### src/rtl/regfile_ctl.sv
// regfile_ctl: captures a 64-bit snapshot and streams it LSB byte first; REGFILE_CTL_CHECKSUM_EN appends an XOR checksum byte
module regfile_ctl #(
  parameter int IDLE_GAP = 0
) (
  input  logic        clk_i,
  input  logic        rst_n_i,
  input  logic        cap_valid_i,
  input  logic [63:0] cap_data_i,
  output logic        cap_ready_o,
  output logic        reg_wr_en_o,
  output logic [63:0] reg_wr_data_o,
  output logic [2:0]  reg_rd_addr_o,
  input  logic [7:0]  reg_rd_data_i,
  output logic        out_valid_o,
  output logic [7:0]  out_data_o,
  output logic        out_last_o,
  input  logic        out_ready_i,
  output logic        busy_o
);
`ifdef REGFILE_CTL_CHECKSUM_EN
  typedef enum logic [1:0] {IDLE, SEND, CSUM, GAP} state_t;
`else
  typedef enum logic [1:0] {IDLE, SEND, GAP} state_t;
`endif
  state_t state, next, done;
  logic [2:0] cnt;
  logic [7:0] gap;
  logic cap_hs, out_hs;
  assign cap_hs = cap_valid_i & cap_ready_o;
  assign out_hs = out_valid_o & out_ready_i;
  assign done = (IDLE_GAP == 0) ? IDLE : GAP;
  assign reg_wr_en_o = cap_hs;
  assign reg_wr_data_o = cap_data_i;
  always_ff @(posedge clk_i or negedge rst_n_i)
    if (!rst_n_i) state <= IDLE;
    else state <= next;
  always_comb begin
    next = state;
    case (state)
      IDLE: next = cap_hs ? SEND : IDLE;
`ifdef REGFILE_CTL_CHECKSUM_EN
      SEND: next = (out_hs && cnt == 3'd7) ? CSUM : SEND;
      CSUM: next = out_hs ? done : CSUM;
`else
      SEND: next = (out_hs && cnt == 3'd7) ? done : SEND;
`endif
      GAP: next = (gap == 8'(IDLE_GAP - 1)) ? IDLE : GAP;
      default: next = IDLE;
    endcase
  end
  always_ff @(posedge clk_i or negedge rst_n_i)
    if (!rst_n_i) begin
      cnt <= 3'd0;
      gap <= 8'd0;
    end else begin
      cnt <= cap_hs ? 3'd0 : (state == SEND && out_hs) ? cnt + 3'd1 : cnt;
      gap <= (state == GAP) ? gap + 8'd1 : 8'd0;
    end
`ifdef REGFILE_CTL_CHECKSUM_EN
  logic [7:0] acc;
  always_ff @(posedge clk_i or negedge rst_n_i)
    if (!rst_n_i) acc <= 8'd0;
    else acc <= cap_hs ? 8'd0 : (state == SEND && out_hs) ? acc ^ out_data_o : acc;
`endif
  always_comb begin
    cap_ready_o = state == IDLE;
    busy_o = state != IDLE;
    reg_rd_addr_o = (state == SEND) ? cnt : 3'd0;
`ifdef REGFILE_CTL_CHECKSUM_EN
    out_valid_o = state == SEND || state == CSUM;
    out_data_o = (state == SEND) ? reg_rd_data_i : (state == CSUM) ? acc : 8'd0;
    out_last_o = state == CSUM;
`else
    out_valid_o = state == SEND;
    out_data_o = (state == SEND) ? reg_rd_data_i : 8'd0;
    out_last_o = state == SEND && cnt == 3'd7;
`endif
  end
endmodule

### config.mk
export PLATFORM = sky130hd
export DESIGN_NAME = regfile_ctl
export DESIGN_NICKNAME = d
export VERILOG_FILES = /design/src/rtl/regfile_ctl.sv
export SDC_FILE = /design/constraint.sdc
export NUM_CORES = 1
export LEC_CHECK = 0
export CAP_MARGIN = 20
export CORE_ASPECT_RATIO = 2
export CORE_UTILIZATION = 25
export DETAILED_ROUTE_END_ITERATION = 8
export PLACE_DENSITY = 0.8
export SETUP_SLACK_MARGIN = 0.15
export SYNTH_ARGS = -nofsm -noshare
export SYNTH_HDL_FRONTEND = slang
export SYNTH_SLANG_ARGS = --single-unit
### constraint.sdc
create_clock -name clk_i -period 2.1 [get_ports clk_i]
set_clock_uncertainty 0.2 [all_clocks]
set_input_delay 0.525 -clock clk_i [delete_from_list [all_inputs] [get_ports clk_i]]
set_output_delay 0.525 -clock clk_i [all_outputs]
set_load 0.1 [all_outputs]
==> results by group <==
Run status
  • Status: complete, no violations

Global route
  • GRT Resource Usage Total: 0.121
  • Initial antenna violation count: 0
  • First-pass GRT wire length: 4330 microns
  • Largest net degree at the start of global routing: 14
  • Grt total ovfl: 0
  • Number of global-route vias before repair: 829

Yosys
  • Post-synth top area share: 0.402
  • Post-Syn Area: 1190 sq um
  • Synth Warn #: 0
  • Post-synthesis simple-gate area fraction: 0.160
  • Largest area contributor in the synthesized netlist: buf_4
  • Xor and xnor area share after synthesis: 0.0220
  • Post-synthesis register bit count: 13
  • Top cells by area, synth: buf_4 40%, dfrtp_1 27%, and2_1 7.3%
  • Number of distinct library cells after synthesis: 28
  • Seq/Total Area, Yosys: 0.272
  • Largest family of logic cells by synthesized area: buffers and inverters
  • Avg Inst Size Synth: 8.79 sq um
  • Synth Instances: 136
  • Mux cell area share after synthesis: 0.00942
  • Synth Area in Adders: 0.0314
  • Compound-cell area share of the yosys netlist: 0.0817
  • Syn nets: 215

CTS
  • Clock slew at reported path FFs: 50 ps
  • CTS tree: yes
  • Sink Count: 13
  • Num CTS Buffers: 3
  • Buffer depth of the longest clock path: 2
  • Cts hold-fix bufs: 0
  • Clock Tree Root: clkbuf_8
  • Worst-Skew Late Latency: 240 ps
  • CTS H-tree depth: 1

Cells and area
  • Layout Nets: 190
  • Area Growth Syn to Fin: 15.3%
  • Share of layout cells above drive strength 1: 0.455
  • Final Instance Count excl. Fillers: 165
  • # diodes: 0

Die
  • Die area: 5080 sq um
  • Die Ht: 99.8 microns
  • Die width: 50.9 microns
  • I/O Pins: ~160
  • Core box area: 4600 sq um
  • Initial Util: 0.260
  • # rows: 35

Timing
  • Setup-failing EPs final: 0
  • Final max-slew violation count: 0
  • Final hold violation count: 0
  • Fin crit period: 2010 ps
  • Crit share post-route: 0.956
  • Max Freq: ~500 MHz
  • Aggregate negative setup slack: 0 ps
  • Relative slew slack: 0.596
  • Unrepaired setup endpoints after global routing: yes
  • Worst-margin pin slew: 605 ps

Drt
  • Residual DRC: 0
  • Iter 0 DRT Violations: 12
  • DRT Pass-1 Iters: 3
  • Vias/cell: 4.64
  • Drt wl/cell: 17.3 microns
  • Via count: 765
  • Final ANT Viol Nets: 0
  • Drt total wl: roughly 2900 microns

Place
  • DP HPWL: ~2300 microns
  • IO Port Bufs: 27
  • Placed insts: 154
  • Routability congestion estimate: 0.709

Critical path
  • Critical path class: reg -> out
  • CP max FO: 2
  • Worst path required time: 1370 ps
  • Reg-to-reg startpoint: gap[0]
  • Startpoint types: register
  • Cells along the critical path: ha_2 > ha_4 > and2_4 > buf_12
  • Crit path largest cell delay: 380 ps
  • Crit path from: cnt[1]
  • Slowest-stage cell, CP: dfrtp_1
  • Worst setup EP type: primary output
  • CP arrival: 1280 ps

Min path
  • HP Start: gap[0]
  • Hold Path Class: reg -> reg

Power and ir drop
  • Lkg Pwr: 0.616 nW
  • Power per cell area: 1150 nW/um^2
  • Max IR drop VDD: 565 uV

Run
  • MaxCap Viol Count: 0
## through the flow
stage / area (sq um) / hold WS (ps) / power, mW / util / worst slack [ps]
2_1_floorplan: 1250 / 29.4 / 1.54 / - / -202
3_3_place_gp: 1260 / 282 / 1.28 / 0.274 / 20.4
3_5_place_dp: 1260 / 283 / 1.29 / 0.274 / 33.3
4_1_cts: 1360 / 290 / 1.58 / 0.296 / 88.1
5_1_grt: 1380 / 316 / 1.65 / 0.300 / 27.2
6_report: 1380 / 284 / 1.58 / 0.300 / 92.1
## worst max-delay path: cells and delay by family (launching register included)
family | cells | cell delay (ps)
DFF | 1 | 380
and+or+nand+nor | 1 | 140
buffers and inverters | 1 | 160
adders and majority gates | 2 | 360
## Yosys cell counts
library cell and n:
or3_2 1, nand2_2 1, mux2_2 1, and4_2 1
a211o_1 1, dfrtp_1 13, o21bai_1 1, buf_2 2
a22o_1 5, xnor2_1 1, a31oi_1 1, o21ai_0 1
xor2_1 2, nor2b_1 3, inv_1 3, nand3_1 3
a41oi_1 1, buf_4 64, ha_1 3, a21oi_1 2
clkbuf_1 1, nand4_1 1, o31ai_1 1, nand2b_1 1
and2_1 14, nor2_1 5, or4_1 1, nand2_1 2
## placed cells by master, fill, tap and decap left out, types with 4 or more instances in the layout
cell	instances
buf_4	7
a22o_1	5
buf_12	16
dlygate4sd2_1	9
nor2_1	4
dfrtp_1	13
and2_4	13
## registers in the layout (all words and copies together), names as in the netlist
name	flops
gap	8
cnt	3
state	2
## repair_timing
| item | in CTS | in global routing |
|---|---|---|
| cloned | 0 | 0 |
| gates resized for setup | 17 | 1 |
| setup endpoints to repair | 13 | 15 |
| buffers inserted | 5 | 2 |
| pin swaps | 2 | 2 |
## power breakdown
part | total (mW) | switching [mW] | leakage [nW] | internal (mW)
Sequential | 0.301 | 0.0234 | 0.172 | 0.278
Clock | 0.219 | 0.0855 | 0.0228 | 0.134
Combinational | 1.06 | 0.624 | 0.422 | 0.433
## cells by family after synthesis
| group | after synthesis |
|---|---|
| buffers and inverters | 70 |
| and+or+nand+nor | 33 |
| AOI/OAI and AO/OA | 13 |
| DFF | 13 |
| xor gates and xnor gates | 3 |
| adders and majority gates | 3 |
| muxes | 1 |
## layer usage
layer,wire length (microns),global-route usage,share of wire
met1,611,0.0757,0.21
met2,1310,0.186,0.46
met3,467,0.0530,0.16
met4,470,0.209,0.16
met5,0,0,0
## final timing paths
path	to	slack, ps	cells after the start
min	gap[0]	280	1
min in group asynchronous	gap[1]	470	1
min reg2reg	gap[0]	280	1
max	out_last_o	90	4
max reg2reg	gap[6]	570	4
max in group asynchronous	cnt[1]	840	1
## layout make-up
type | count | area [sq um]
fillers | 458 | 3220
repair buffers | 37 | 505
multi-input cells | 53 | 422
flip-flops and latches | 13 | 325
well taps | 55 | 68.8
clock buffers | 4 | 45.0
inverters | 3 | 11.3
Note: power is estimated with default switching activity, not from simulation.
